===== config.mk =====
export PLATFORM = sky130hd
export DESIGN_NAME = ahbl_slave_decoder
export DESIGN_NICKNAME = d
export VERILOG_FILES = /design/src/rtl/ahbl_slave_decoder.sv
export SDC_FILE = /design/constraint.sdc
export NUM_CORES = 1
export LEC_CHECK = 0
export ABC_AREA = 1
export BUFFER_PORTS_ARGS = -buffer_cell sky130_fd_sc_hd__buf_4
export CORE_AREA = 2 2 250 252
export DETAILED_ROUTE_END_ITERATION = 10
export DIE_AREA = 0 0 252 254
export GPL_TIMING_DRIVEN = 1
export PLACE_DENSITY = 0.44
export SYNTH_ARGS = -nofsm -noshare
export SYNTH_HDL_FRONTEND = slang
export SYNTH_SLANG_ARGS = --single-unit

===== constraint.sdc =====
create_clock -name HCLK -period 2.6 [get_ports HCLK]
set_input_delay 0.26 -clock HCLK [delete_from_list [all_inputs] [get_ports HCLK]]
set_output_delay 0.26 -clock HCLK [all_outputs]
set_load 0.01 [all_outputs]

===== src/rtl/ahbl_slave_decoder.sv =====
// AHB-Lite address decoder and response multiplexer. Decodes 16 regions from the top address nibble.
// Routes the selected slave's data-phase response back to the master. Unmapped accesses go to an external default slave.
`timescale 1ns/1ps
module ahbl_slave_decoder #(
    parameter logic [15:0] SLAVE_EN = 16'hFFFF,
    parameter int          ADDR_MSB = 31
) (
    input  logic         HCLK,
    input  logic         aresetn,
    input  logic [31:0]  HADDR,
    input  logic [1:0]   HTRANS,
    input  logic [15:0]  HREADYOUT_S,
    input  logic [15:0]  HRESP_S,
    input  logic [511:0] HRDATA_S,
    input  logic         DEFSLAVEDATAREADY,
    input  logic         HRESP_DEFAULT,
    output logic [15:0]  HSEL_S,
    output logic         DEFSLAVEDATASEL,
    output logic         HREADY,
    output logic         HRESP,
    output logic [31:0]  HRDATA,
    output logic [7:0]   ERR_COUNT
);

    logic        w_active;
    logic [3:0]  w_idx;
    logic        w_mapped;
    logic        w_unmapped;
    logic        w_unusedAddr;

    logic [15:0] r_dataSel;
    logic        r_defPending;
    logic [7:0]  r_errCount;

    // IDLE and BUSY never select anything; only NONSEQ/SEQ open a data phase.
    assign w_active     = HTRANS[1];
    assign w_idx        = HADDR[ADDR_MSB -: 4];
    assign w_mapped     = SLAVE_EN[w_idx];
    assign w_unmapped   = w_active && !w_mapped;
    assign w_unusedAddr = ^HADDR;

    assign HSEL_S          = (w_active && w_mapped) ? (16'h0001 << w_idx) : 16'h0000;
    assign DEFSLAVEDATASEL = r_defPending;
    assign ERR_COUNT       = r_errCount;

    always_comb begin
        HREADY = 1'b1;
        HRESP  = 1'b0;
        HRDATA = 32'h0000_0000;
        if (r_defPending) begin
            HREADY = DEFSLAVEDATAREADY;
            HRESP  = HRESP_DEFAULT;
        end else begin
            for (int i = 0; i < 16; i++) begin
                if (r_dataSel[i]) begin
                    HREADY = HREADYOUT_S[i];
                    HRESP  = HRESP_S[i];
                    HRDATA = HRDATA_S[32*i +: 32];
                end
            end
        end
    end

    // The address phase only advances into the data phase when the current transfer completes.
    always_ff @(posedge HCLK or negedge aresetn) begin
        if (!aresetn) begin
            r_dataSel    <= 16'h0000;
            r_defPending <= 1'b0;
            r_errCount   <= 8'h00;
        end else begin
            if (HREADY) begin
                r_dataSel    <= HSEL_S;
                r_defPending <= w_unmapped;
            end
            if (r_defPending && !HREADY && (r_errCount != 8'hFF)) begin
                r_errCount <= r_errCount + 8'd1;
            end
        end
    end

endmodule


==> Word-level counts from Yosys, hierarchy flattened <==
Memories as Yosys holds them, arrays and structs flattened.
Cells that the tools add are included.
{ "word_totals": {"register_bits": 25, "latchBits": 0, "mem_bits_rw": 0, "mem_bits_ro": 16, "input_bits": 582, "output_inout_bits": 59, "elab_cells": 67, "memories": 1} }
{ "classes": {"add_sub_neg": 1, "multipliers": 0, "div_mod_pow": 0, "n_lt_le_gt_ge": 1, "n_eq_ne": 1, "shift": 1, "n_mux": 53, "bitwise_logic": 0, "n_reduce_logical": 6} }
{ "mem_list": {"columns": ["memory", "words", "width", "rd", "rd_ports_with_merged_regs", "wr", "line", "rtl"], "rows": [
  ["(no name shown)", 16, 1, 1, 0, 0, "38", "assign w_mapped = SLAVE_EN[w_idx];"]
]} }
{ "op_table": {"columns": ["op", "count"], "rows": [
  ["$mux W32", 17],
  ["$mux W1", 35],
  ["$mux W16", 1],
  ["$shl A1 B4 Y16 const A", 1],
  ["$add A8 B1 Y8 const B", 1],
  ["$ne A8 B8 Y1 const B", 1],
  ["$lt A4 B5 Y1 const B", 1],
  ["$logic_and A1 B1 Y1", 4],
  ["$logic_not A1 Y1", 2]
]} }

==> Longest topological paths before layout <==
{ "logic_depth": {"depth_word": 20, "depth_mapped": 21, "ltp_nobuf": 20} }

==> Worst setup path after synthesis <==
No wires, ideal clock.
{ "synth_path": {"kind": "register to output", "start": "reg r_dataSel[1]", "end": "out HRDATA[25]", "t_arrival_ns": 1.827, "required_time_ns": 2.340, "slack_ns": 0.513, "path_stages_with_launch": 22, "n_path_buf": 2, "cell_sequence": "dfrtp_1 > buf_4 > nor2_4 > buf_2 > nand2_1 > nand2_1 > nand3_1 > nand2_1 > nand2_1 > nand2_1 > nand3_1 > nand3_1 > nand3_1 > nand3_1 > nand3_1 > nand2_1 > nand2_1 > nand3_1 > nand2_1 > nand2_1 > nand2_1 > nand2_1"} }
{ "synth_between": {"elab_chain_cells": 16} }
{ "synth_rtl": {"columns": ["item", "line", "rtl"], "rows": [
  ["start, declared", "31", "logic [15:0] r_dataSel;"],
  ["start signal, assigned", "67", "r_dataSel <= 16'h0000;"],
  ["start signal, assigned", "72", "r_dataSel <= HSEL_S;"],
  ["$mux W32 (15 in a row)", "55", "if (r_dataSel[i]) begin"],
  ["$mux W32", "50", "if (r_defPending) begin"],
  ["end, declared", "21", "output logic [31:0] HRDATA,"]
]} }
No other way between the ends.

==> Worst setup path in the final report <==
{ "layout_path": {"start": "reg r_dataSel[1]", "end": "out HRESP"} }
{ "layout_between": {"elab_chain_cells": 16} }
{ "layout_rtl": {"columns": ["item", "line", "rtl"], "rows": [
  ["$mux W1 (15 in a row)", "55", null],
  ["$mux W1", "50", null],
  ["end, declared", "20", "output logic HRESP,"]
]} }
No other way between the ends.

==> impl_metrics.yaml <==
outcome:
  status: "complete, but fails checks"
  violations: "setup timing"
setup_path:
  critPathMaxFanout: 7
  critPathArrivalTime_ps: 2600
  reg2reg_from: "r_dataSel[4]"
  worstReg2RegEnd: "r_dataSel[3]"
  worstPathRequired_ps: 2340
  path_cells: "nor2_4 > buf_12 > clkbuf_16 > nand2_1 > nand2_1 > nand3_1 > nand2_1 > nand2_1 > nand2_1 > nand3_1 > nand3_1 > nand3_2 > nand3_2 > nand3_1 > nand2_1 > nand2_1 > nand3_1 > nand2_1 > nand2_2 > nand2_2 > nand2_1 > buf_4"
  critPathKind: "flip-flop to output port"
  worst_path_most_repeated_cell: "nand2_1"
  startpoint_type: "flip-flop"
  critical-path-slowest-cell: "dfrtp_2"
  r2r_cells: 19
  cp_slowest_stage_delay_ps: 440
  critPathCaptureType: "output port"
  reg2reg_setup_slack_ps: 100
detailed_routing:
  totalWireLength_um: 48500
  post-route-drc-count: 0
  ant_nets: 0
  num_vias: 11100
  drtPass1Iterations: 7
  wl_per_cell_um: 17.2
  drt_first_iter_violations: 501
  via_per_inst: 3.93
pwr:
  power_density_nw_per_um2: 340
  max-vdd-ir-drop_mv: 0.215
  power.total_mw: 4.54
  leakagePower_nw: 7.32
cts:
  clkTransAtPathRegs_ps: 50
  clock_insertion_delay_worst_skew_ps: 250
  clockRootBuffer: "clkbuf_16"
  h-tree-depth: 1
  cts_tree: "built"
  cts_sinks: 16
  cts_buffers: 3
  clockBufferDepth: 2
global_routing:
  grt_overflow: 0
  antenna_found_initial: 3
  grt_busiest_layer: "met2"
  grt_first_pass_wirelength_um: 67100
  grt_max_degree: 68
  track_usage: 0.139
  met2_usage: 0.251
  grtUsageMet1: 0.174
  grt_pass1_vias: 10700
  grt.met3_usage: 0.0252
floorplanning:
  die_w_um: 252
  coreArea_sq_um: 61300
  die_area_sq_um: 64000
  die_y_um: 254
  io_pins: 641
  initial_core_util: 0.109
  row_count: 91
placed_design:
  hpwlAfterDp_um: 40700
  portBuffers: 600
  globalplace.congestion: 0.865
layout:
  final_core_util: 0.218
  fillers: 7242
  reg_top3: "r_dataSel: 16 flops"
  layout_commonest_cell: "buf_4"
  final_cell_mix: "652 x buf_4, 601 x nand2_1, 178 x nand3_1, 130 x a21oi_1, 86 x nor2_1"
  fin_nets: 2617
  drive_gt1_frac: 0.450
  regMostFlops: "r_dataSel"
  area_delta_synth_final_pct: 101
  largest_reg_flops: 16
timing:
  slew_headroom: 0.599
  finalHoldViolations: 0
  rsz0062_at_grt: "yes"
  setup-tns-final_ps: -5780
  final-setup-viol-count: 34
  worst_pin_slew_ps: 602
  drv_slew: 0
  fin_crit_ps: 2860
  fmax_mhz: 350
  clock_skew_ps: 1.43
  fin_crit_sh: 1.10
  setup_slack_ps: -258
synthesis:
  ys_seq_area_frac: 0.0601
  syn_area_per_cell_sq_um: 4.58
  syn_area_sq_um: 6660
  ys_seq_elements: 16
  yosysWarnings: 0
  synth_cell_type_count: 19
  netlist_instances: 1453
run:
  cap_violations: 0
worst_hold_path:
  hold_class: "input pin to asynchronous set/reset pin"
report_power, final:
group	switching (mW)	internal (mW)
Clock	0.0992	0.234
Sequential	0.0356	0.265
Combinational	2.09	1.82
Total	2.22	2.32
worst max-delay path: cells and delay by family (launching register included):
family | cells | cell delay, ps
flops | 1 | 440
buf+inv | 3 | 400
simple gates | 19 | 1500
metrics by stage:
stage | area [sq um] | hold slack [ps] | worst slack [ps] | instances
detailed placement | 12500 | 137 | -87.9 | 2814
CTS | 13000 | 440 | -244 | 2821
floorplan | 6690 | -35.6 | 513 | 1461
finish | 13400 | 433 | -258 | 2826
global route | 13400 | 453 | -437 | 2824
global placement | 12500 | 140 | -107 | 2814
worst max-delay path by stage:
stage | from | endpoint | slack [ps] | cells past startpoint
floorplan | r_dataSel[1] | HRDATA[25] | 510 | 21
global placement | r_dataSel[1] | HRDATA[19] | -110 | 22
detailed placement | r_dataSel[1] | HRDATA[18] | -90 | 21
CTS | r_dataSel[1] | HRDATA[14] | -240 | 22
global route | r_dataSel[1] | HRDATA[4] | -440 | 22
finish | r_dataSel[1] | HRESP | -260 | 22
cells by family (layout without fill, tap and decap cells):
logic type             Yosys count  after routing  share of synthesized area
flip-flops                      16             16                     0.0601
buffers and inverters          205            778                      0.128
other                            1             11                   0.000563
AND/OR/NAND/NOR               1095           1095                      0.709
AO/OA/AOI/OAI                  136            136                      0.102
area by class of cell:
type	count	area, sq um	area share
timing repair buffer	690	5530	0.414
antenna	2	5.00	0.000375
inverter	84	320	0.0240
tap	790	988	0.0740
clock buffer	4	88.8	0.00665
sequential	16	414	0.0310
multi-input combinational	1240	6020	0.450
Yosys cell counts:
cell type,number,share of area
conb_1,1,0.00056
dfrtp_1,16,0.060
buf_2,24,0.018
nand3_1,263,0.20
or2_0,34,0.032
nand2_1,638,0.36
nand2_2,2,0.0019
or2_1,1,0.00094
buf_1,5,0.0028
nor2_4,1,0.0017
a21oi_1,136,0.10
inv_1,75,0.042
or2_2,68,0.064
buf_6,1,0.0017
nand2_4,2,0.0034
nor2_1,86,0.048
buf_4,12,0.014
clkbuf_1,79,0.045
inv_2,9,0.0051
repair_timing:
| action | in CTS | in global routing |
|---|---|---|
| endpoints found under the hold margin | 16 | 0 |
| gates cloned | 0 | 1 |
| pin swaps | 2 | 15 |
| setup buffers | 2 | 3 |
| hold buffers | 1 | 0 |
| gates resized for setup | 93 | 64 |
| endpoints found under the setup margin | 34 | 50 |
per-layer routing:
layer / share of wire / vias up / wire length [um]
met2: 0.49 / 419 / 23800
met1: 0.42 / 4934 / 20400
met5: 0 / - / 0
met4: 0.019 / 0 / 915
li1: - / 5721 / -
met3: 0.072 / 30 / 3470
No activity file was read; power rests on OpenSTA's default activity.
